## src/rtl/fft_feeder_pkg.sv

```systemverilog
// fft_feeder_pkg: shared types and constants for the FFT sample feeder.
//   IDX_W          - width of sample/result indices and frame length
//   idx_t          - index type
//   fft_feeder_fsm - feeder frame state
//   last_idx()     - terminal index of a frame of length n
package fft_feeder_pkg;

  localparam int IDX_W = 12;

  typedef logic [IDX_W-1:0] idx_t;

  typedef enum logic [1:0] {
    IDLE    = 2'd0,
    FEED    = 2'd1,
    COLLECT = 2'd2,
    DONE    = 2'd3
  } fft_feeder_fsm;

  function automatic idx_t last_idx(input idx_t n);
    return n - idx_t'(1);
  endfunction

endpackage

```

## src/rtl/fft_feed_skid.sv

```systemverilog
// fft_feed_skid: 2-entry FIFO that absorbs the source RAM read latency.
//   i_clk, i_rstn    - clock, asynchronous active-low reset
//   i_flush          - empty the FIFO (wins over push/pop)
//   i_push, i_din    - write an entry
//   i_pop            - drop the head entry (ignored when empty)
//   o_head           - current head entry, stable until popped
//   o_empty, o_count - occupancy
module fft_feed_skid #(
  parameter int W = 32
) (
  input  logic         i_clk,
  input  logic         i_rstn,
  input  logic         i_flush,
  input  logic         i_push,
  input  logic [W-1:0] i_din,
  input  logic         i_pop,
  output logic [W-1:0] o_head,
  output logic         o_empty,
  output logic [1:0]   o_count
);

  logic [W-1:0] r_mem [2];
  logic         r_wp;
  logic         r_rp;
  logic [1:0]   r_cnt;
  logic         w_pop;
  logic         w_push;

  assign w_pop   = i_pop && r_cnt != 2'd0;
  // A push into a full FIFO is only legal when the head leaves in the same cycle.
  assign w_push  = i_push && (r_cnt != 2'd2 || w_pop);
  assign o_head  = r_mem[r_rp];
  assign o_empty = r_cnt == 2'd0;
  assign o_count = r_cnt;

  always_ff @(posedge i_clk or negedge i_rstn) begin
    if (!i_rstn) begin
      r_mem[0] <= '0;
      r_mem[1] <= '0;
      r_wp     <= 1'b0;
      r_rp     <= 1'b0;
      r_cnt    <= 2'd0;
    end else if (i_flush) begin
      r_wp     <= 1'b0;
      r_rp     <= 1'b0;
      r_cnt    <= 2'd0;
    end else begin
      if (w_push) begin
        r_mem[r_wp] <= i_din;
        r_wp        <= ~r_wp;
      end
      if (w_pop)
        r_rp <= ~r_rp;
      r_cnt <= r_cnt + {1'b0, w_push} - {1'b0, w_pop};
    end
  end

endmodule

```

## src/rtl/fft_sample_feeder.sv

```systemverilog
// fft_sample_feeder: streams N samples from a source RAM to the FFT bridge and
// writes the N returned results into a result RAM.
//   i_clk, i_rstn                     - clock, asynchronous active-low reset
//   i_START, i_SAMPLES_NUMBER         - frame start and length N (N=0 ignored)
//   o_SRC_RD, o_SRC_ADDR, i_SRC_DATA  - source RAM, data one cycle after read
//   o_ARVALID, o_ARDATA, i_ARREADY    - sample channel to the bridge
//   i_AWVALID, i_AWDATA, o_AWREADY    - result channel from the bridge
//   o_RES_WE, o_RES_ADDR, o_RES_DATA  - result RAM write port
//   o_BUSY, o_DONE, o_TIMEOUT         - frame status
//   current_state                     - FSM state for debug
// Optional feature: define FEEDER_TIMEOUT_EN to enable the idle watchdog
// (TIMEOUT_CYCLES consecutive cycles without a transfer aborts the frame).
module fft_sample_feeder
  import fft_feeder_pkg::*;
#(
  parameter int DATA_WIDTH     = 32,
  parameter int TIMEOUT_CYCLES = 65535
) (
  input  logic                  i_clk,
  input  logic                  i_rstn,
  input  logic                  i_START,
  input  logic [IDX_W-1:0]      i_SAMPLES_NUMBER,
  output logic                  o_SRC_RD,
  output logic [IDX_W-1:0]      o_SRC_ADDR,
  input  logic [DATA_WIDTH-1:0] i_SRC_DATA,
  output logic                  o_ARVALID,
  output logic [DATA_WIDTH-1:0] o_ARDATA,
  input  logic                  i_ARREADY,
  input  logic                  i_AWVALID,
  input  logic [DATA_WIDTH-1:0] i_AWDATA,
  output logic                  o_AWREADY,
  output logic                  o_RES_WE,
  output logic [IDX_W-1:0]      o_RES_ADDR,
  output logic [DATA_WIDTH-1:0] o_RES_DATA,
  output logic                  o_BUSY,
  output logic                  o_DONE,
  output logic                  o_TIMEOUT,
  output fft_feeder_fsm         current_state
);

  if (TIMEOUT_CYCLES < 1) begin : g_bad_timeout
    $error("TIMEOUT_CYCLES must be at least 1");
  end

  fft_feeder_fsm         r_state;
  fft_feeder_fsm         w_next;
  idx_t                  r_n;
  idx_t                  r_rd_cnt;
  idx_t                  r_sent;
  idx_t                  r_res_cnt;
  logic                  r_inflight;
  logic                  r_res_we;
  idx_t                  r_res_addr;
  logic [DATA_WIDTH-1:0] r_res_data;
  logic                  w_start;
  logic                  w_rd;
  logic                  w_ar_xfer;
  logic                  w_aw_xfer;
  logic                  w_to;
  logic                  w_empty;
  logic [1:0]            w_count;
  logic [DATA_WIDTH-1:0] w_head;

  assign w_start   = r_state == IDLE && i_START && i_SAMPLES_NUMBER != '0;
  assign w_ar_xfer = o_ARVALID && i_ARREADY;
  assign w_aw_xfer = i_AWVALID && o_AWREADY;

  // Occupancy is taken after this cycle's pop so that a draining buffer can be
  // refilled every cycle; without that the feed would drop to one sample per
  // two cycles.
  assign w_rd = r_state == FEED && r_rd_cnt != r_n &&
                ({1'b0, w_count} - {2'b0, w_ar_xfer} + {2'b0, r_inflight}) < 3'd2;

  assign o_SRC_RD      = w_rd;
  assign o_SRC_ADDR    = w_rd ? r_rd_cnt : '0;
  assign o_ARVALID     = !w_empty;
  assign o_ARDATA      = w_head;
  assign o_AWREADY     = r_state == COLLECT;
  assign o_RES_WE      = r_res_we;
  assign o_RES_ADDR    = r_res_addr;
  assign o_RES_DATA    = r_res_data;
  assign o_BUSY        = r_state == FEED || r_state == COLLECT;
  assign o_DONE        = r_state == DONE;
  assign current_state = r_state;

  fft_feed_skid #(.W(DATA_WIDTH)) u_skid (
    .i_clk   (i_clk),
    .i_rstn  (i_rstn),
    .i_flush (w_to),
    .i_push  (r_inflight),
    .i_din   (i_SRC_DATA),
    .i_pop   (w_ar_xfer),
    .o_head  (w_head),
    .o_empty (w_empty),
    .o_count (w_count)
  );

  always_comb
    w_next = w_to                                                        ? IDLE    :
             w_start                                                     ? FEED    :
             r_state == FEED && w_ar_xfer && r_sent == last_idx(r_n)     ? COLLECT :
             r_state == COLLECT && w_aw_xfer && r_res_cnt == last_idx(r_n) ? DONE  :
             r_state == DONE                                             ? IDLE    :
                                                                           r_state;

  always_ff @(posedge i_clk or negedge i_rstn) begin
    if (!i_rstn) begin
      r_state    <= IDLE;
      r_n        <= '0;
      r_rd_cnt   <= '0;
      r_sent     <= '0;
      r_res_cnt  <= '0;
      r_inflight <= 1'b0;
      r_res_we   <= 1'b0;
      r_res_addr <= '0;
      r_res_data <= '0;
    end else begin
      r_state    <= w_next;
      r_inflight <= w_rd && !w_to;
      r_res_we   <= w_aw_xfer;
      if (w_aw_xfer) begin
        r_res_addr <= r_res_cnt;
        r_res_data <= i_AWDATA;
      end
      if (w_start) begin
        r_n       <= i_SAMPLES_NUMBER;
        r_rd_cnt  <= '0;
        r_sent    <= '0;
        r_res_cnt <= '0;
      end else begin
        if (w_rd)
          r_rd_cnt <= r_rd_cnt + idx_t'(1);
        if (w_ar_xfer)
          r_sent <= r_sent + idx_t'(1);
        if (w_aw_xfer)
          r_res_cnt <= r_res_cnt + idx_t'(1);
      end
    end
  end

`ifdef FEEDER_TIMEOUT_EN
  localparam int WD_W = $clog2(TIMEOUT_CYCLES + 1);

  logic [WD_W-1:0] r_wd;
  logic            r_timeout;
  logic            w_idle;

  // A busy cycle with no handshake on either channel.
  assign w_idle    = o_BUSY && !w_ar_xfer && !w_aw_xfer;
  assign w_to      = w_idle && r_wd == WD_W'(TIMEOUT_CYCLES - 1);
  assign o_TIMEOUT = r_timeout;

  always_ff @(posedge i_clk or negedge i_rstn) begin
    if (!i_rstn) begin
      r_wd      <= '0;
      r_timeout <= 1'b0;
    end else begin
      r_wd      <= w_idle && !w_to ? r_wd + WD_W'(1) : '0;
      r_timeout <= w_to ? 1'b1 : w_start ? 1'b0 : r_timeout;
    end
  end
`else
  assign w_to      = 1'b0;
  assign o_TIMEOUT = 1'b0;
`endif

endmodule

```

## config.mk

```make
export PLATFORM = sky130hd
export DESIGN_NAME = fft_sample_feeder
export DESIGN_NICKNAME = d
export VERILOG_FILES = /design/src/rtl/fft_feeder_pkg.sv /design/src/rtl/fft_feed_skid.sv /design/src/rtl/fft_sample_feeder.sv
export SDC_FILE = /design/constraint.sdc
export NUM_CORES = 1
export LEC_CHECK = 0
export CAP_MARGIN = 25
export CORE_MARGIN = 8
export CORE_UTILIZATION = 50
export CTS_CLUSTER_SIZE = 14
export DETAILED_ROUTE_END_ITERATION = 12
export GPL_ROUTABILITY_DRIVEN = 0
export PLACE_DENSITY_LB_ADDON = 0.12
export SLEW_MARGIN = 20
export SYNTH_ARGS = -nofsm -noshare
export SYNTH_HDL_FRONTEND = slang
export SYNTH_HIERARCHICAL = 1
export SYNTH_SLANG_ARGS = --single-unit
```

## constraint.sdc

```tcl
create_clock -name i_clk -period 7.15 [get_ports i_clk]
set_input_delay 1.43 -clock i_clk [delete_from_list [all_inputs] [get_ports i_clk]]
set_output_delay 1.43 -clock i_clk [all_outputs]
set_load 0.03 [all_outputs]
```

==> run metrics, run 1 <==
Final ANT Viol Nets 0; compound-gate portion of the synthesized area 0.0363; hold_ws 0.474 ns; Slew @ Worst Pin ~0.91 ns; largest net degree at the start of global routing 84; worst path cell trace clkdlybuf4s50_1 -> nor2b_1 -> buf_4 -> ha_1 -> nand2b_1 -> fa_1 -> xnor2_1 -> and3_1 -> and2_1 -> clkdlybuf4s50_1; post-route setup TNS 0 ns; Die ar. 20800 um^2; Slew Viols, Final 0; met3 wire len 1900 um; post-synth top area share 0.500; first-pass GRT wire length 34300 um; power density cells 397 nW/um^2; share of cells above drive strength 1 0.173; initial antenna violation count 0; Post-synth EDFFs 0; final cycle utilization of the critical path 0.857; status completed; Mapped Cells 748; num rows 47; unrepaired setup endpoints after global routing false; Final nets 998; DRC violations left 0; Crit Path Max Fanout 20; vias in the first global route between 6000 and 7000; crit path kind in2out; commonest non-fill, non-tap cell in the layout clkdlybuf4s50_1; drt total wl 20400 um; post-DP HPWL 14600 um; total global-route track usage 0.208; post-route cell area 10700 um^2; core area approximately 16000 um^2; Fmax 163 MHz; Die Ht 144 um; Critical Path RT between 5 and 6 ns; Crit path arrival time 4.70 ns; post-synthesis register bit count 164; DR WL/cell roughly 18 um; hold path depth 2; Longest Clk Path Bufs 2; commonest non-fill, non-tap cells in the layout clkdlybuf4s50_1, dfrtp_1, nand2_1, mux2_2, xor2_1; main combinational cell family by area after synthesis simple AND/OR/NAND/NOR gates; register area share after synthesis 0.500; Worst Slack Setup Final about 1.0 ns; Worst Hold Class reg2reg; Slowest cell on crit path clkdlybuf4s50_1; Crit. End Element output pin; fillers 1283; placed instance count roughly 1100; postcts setup bufs 0; Detailed Routing Iterations Pass 1 5; Mapped Area 8200 um^2; H-tree levels 4; number of port buffers between 150 and 200; final worst path period need 6.13 ns; endpoints failing setup 0; cts hold-fix bufs 0; cts repair resizes 0; Post-Synth XOR/XNOR Area 0.0757; Synth Flop Type dfrtp_1; Setup WS pre-CTS between 1 and 1.5 ns; max-cap violation count 0; Fin. Hold Viols 0; VDD IR-drop max 285 uV; Post-synth ARST share 1.00; Mean Syn Cell Area 11.0 um^2; FF+latch area between 4000 and 5000 um^2; gr ovfl total 0; Die X-Extent 144 um; met2 wire length 9890 um; mux contribution to synthesized area 0.164; Top Layer Used met4; Vias 6039; Top cell by count, worst path clkdlybuf4s50_1; Reg clk slew, reported paths 0.07 ns; fin cells approximately 1100; top cells by area, synth dfrtp_1, mux2_2, nand2_1; area of the multi-input gates 3840 um^2; M1 WL ~8400 um; Simple-Gate Fraction of Synth Area 0.167; Pleak about 5 nW; CTS root buffer clkbuf_16; starting density of the core 0.504; worst-case reg-to-reg path depth 11; adder-cell share of the synthesized area 0.0192; TritonCTS clock tree yes; Num CTS Buffers 17; largest area contributor in the netlist dfrtp_1; initial DRC count 304; delay of the slowest critical-path stage around 0.7 ns; Synth cell types 56; n_diodes 0; worst-skew pair later-pin latency approximately 0.42 ns; Yosys warnings 6; Rel. slew slack 0.394; I/O pins approximately 180; Critical Path Source Type primary input; Sink Count around 160; Setup Skew 0.00800 ns; Area Growth Syn to Fin 30.3%; placed instance area between 10000 and 15000 um^2; DR vias/cell 5.31
[area by class of cell]
cell class,count,share of cell area
clock buffer,18,0.0401
clock inverter,14,0.0156
inverter,12,0.00421
multi-input combinational,527,0.359
sequential,164,0.384
tap,220,0.0257
timing repair buffer,183,0.171
[logic make-up (layout without fill, tap and decap cells)]
| group | count (synthesis) | after routing |
|---|---|---|
| XOR/XNOR | 63 | 63 |
| flip-flops | 164 | 164 |
| multiplexers | 110 | 110 |
| adder cells (fa/ha/maj) | 12 | 12 |
| buffers and inverters | 63 | 227 |
| other | 1 | 7 |
| AND/OR/NAND/NOR | 287 | 287 |
| AO/OA/AOI/OAI | 48 | 48 |
[cell usage after synthesis (2+ instances only)]
cell       instances
o2111ai_1          2
dfrtp_1          164
clkbuf_1          29
nor2_1            41
ha_1              11
buf_2              9
inv_1             12
or2_2              2
nand2_1          150
buf_6              7
or3_1             10
and2_1             3
mux2_4            30
nand4_1           14
or4_4              2
xor2_1            44
nand2b_1           2
xnor2_1           14
a31oi_1            3
xnor3_1            5
mux2i_1            4
mux2_2            76
buf_1              5
nor2b_1            4
and3_1            22
nand3_1           12
and4_1             2
a21oi_1           14
nand3b_1           2
nor4_1            10
o21ai_0           13
a21o_1             3
or4_1              2
o31ai_1            3
[metal layers]
layer,GRT usage,vias up
li1,-,2839
met1,0.248,2987
met2,0.343,190
met3,0.0802,23
met4,0.0598,0
met5,0,-
[through the flow]
stage / util / total power, mW
2_1_floorplan: - / 2.74
3_3_place_gp: 0.618 / 3.26
3_5_place_dp: 0.619 / 3.34
4_1_cts: 0.656 / 4.29
5_1_grt: 0.656 / 4.49
6_report: 0.656 / 4.25
[worst paths after layout]
| check | startpoint | to | slack [ns] |
|---|---|---|---|
| worst min-delay path | o_RES_DATA[17]$_DFFE_PN0P_ | o_RES_DATA[17]$_DFFE_PN0P_ | 0.47 |
| min in group asynchronous | i_rstn | r_rd_cnt[4]$_DFFE_PN0P_ | 1.04 |
| worst max-delay path | i_ARREADY | o_SRC_RD | 1.02 |
| worst min register to register | o_RES_DATA[17]$_DFFE_PN0P_ | o_RES_DATA[17]$_DFFE_PN0P_ | 0.47 |
| worst max register to register | u_skid/o_count[1]$_DFF_PN0_ | r_rd_cnt[6]$_DFFE_PN0P_ | 3.73 |
| max in group asynchronous | i_rstn | u_skid/r_mem[35]$_DFFE_PN0P_ | 4.90 |
[where the power goes]
group          switching, mW  leakage, nW  total (mW)  internal (mW)
Combinational          0.934         2.48        1.87          0.934
Clock                  0.390        0.287       0.916          0.526
Sequential             0.272         2.11        1.46           1.19
[flip-flops by register name (all words and copies together) (netlist names)]
register	count
r_rd_cnt	12
o_RES_DATA	32
r_sent	12
o_RES_ADDR	12
o_RES_WE	1
u_skid/o_count	2
u_skid/r_rp	1
r_inflight	1
r_n	12
current_state	2
r_res_cnt	12
u_skid/r_mem	64
u_skid/r_wp	1
[critical path, delay by kind of cell]
kind | cells | cell delay, ns
simple gates | 4 | 1.13
buf+inv | 3 | 1.30
fa+ha+maj | 2 | 0.67
xor+xnor | 1 | 0.17
(Power assumes the default switching activity.)
==> inputs of run 2 (changes only) <==
--- a/config.mk
+++ b/config.mk
@@ -17,3 +17,4 @@
 export SYNTH_HDL_FRONTEND = slang
 export SYNTH_HIERARCHICAL = 1
 export SYNTH_SLANG_ARGS = --single-unit
+export TNS_END_PERCENT = 1
==> results of run 2 <==
The final DEF is identical to that of run 1; final timing and power are the same.
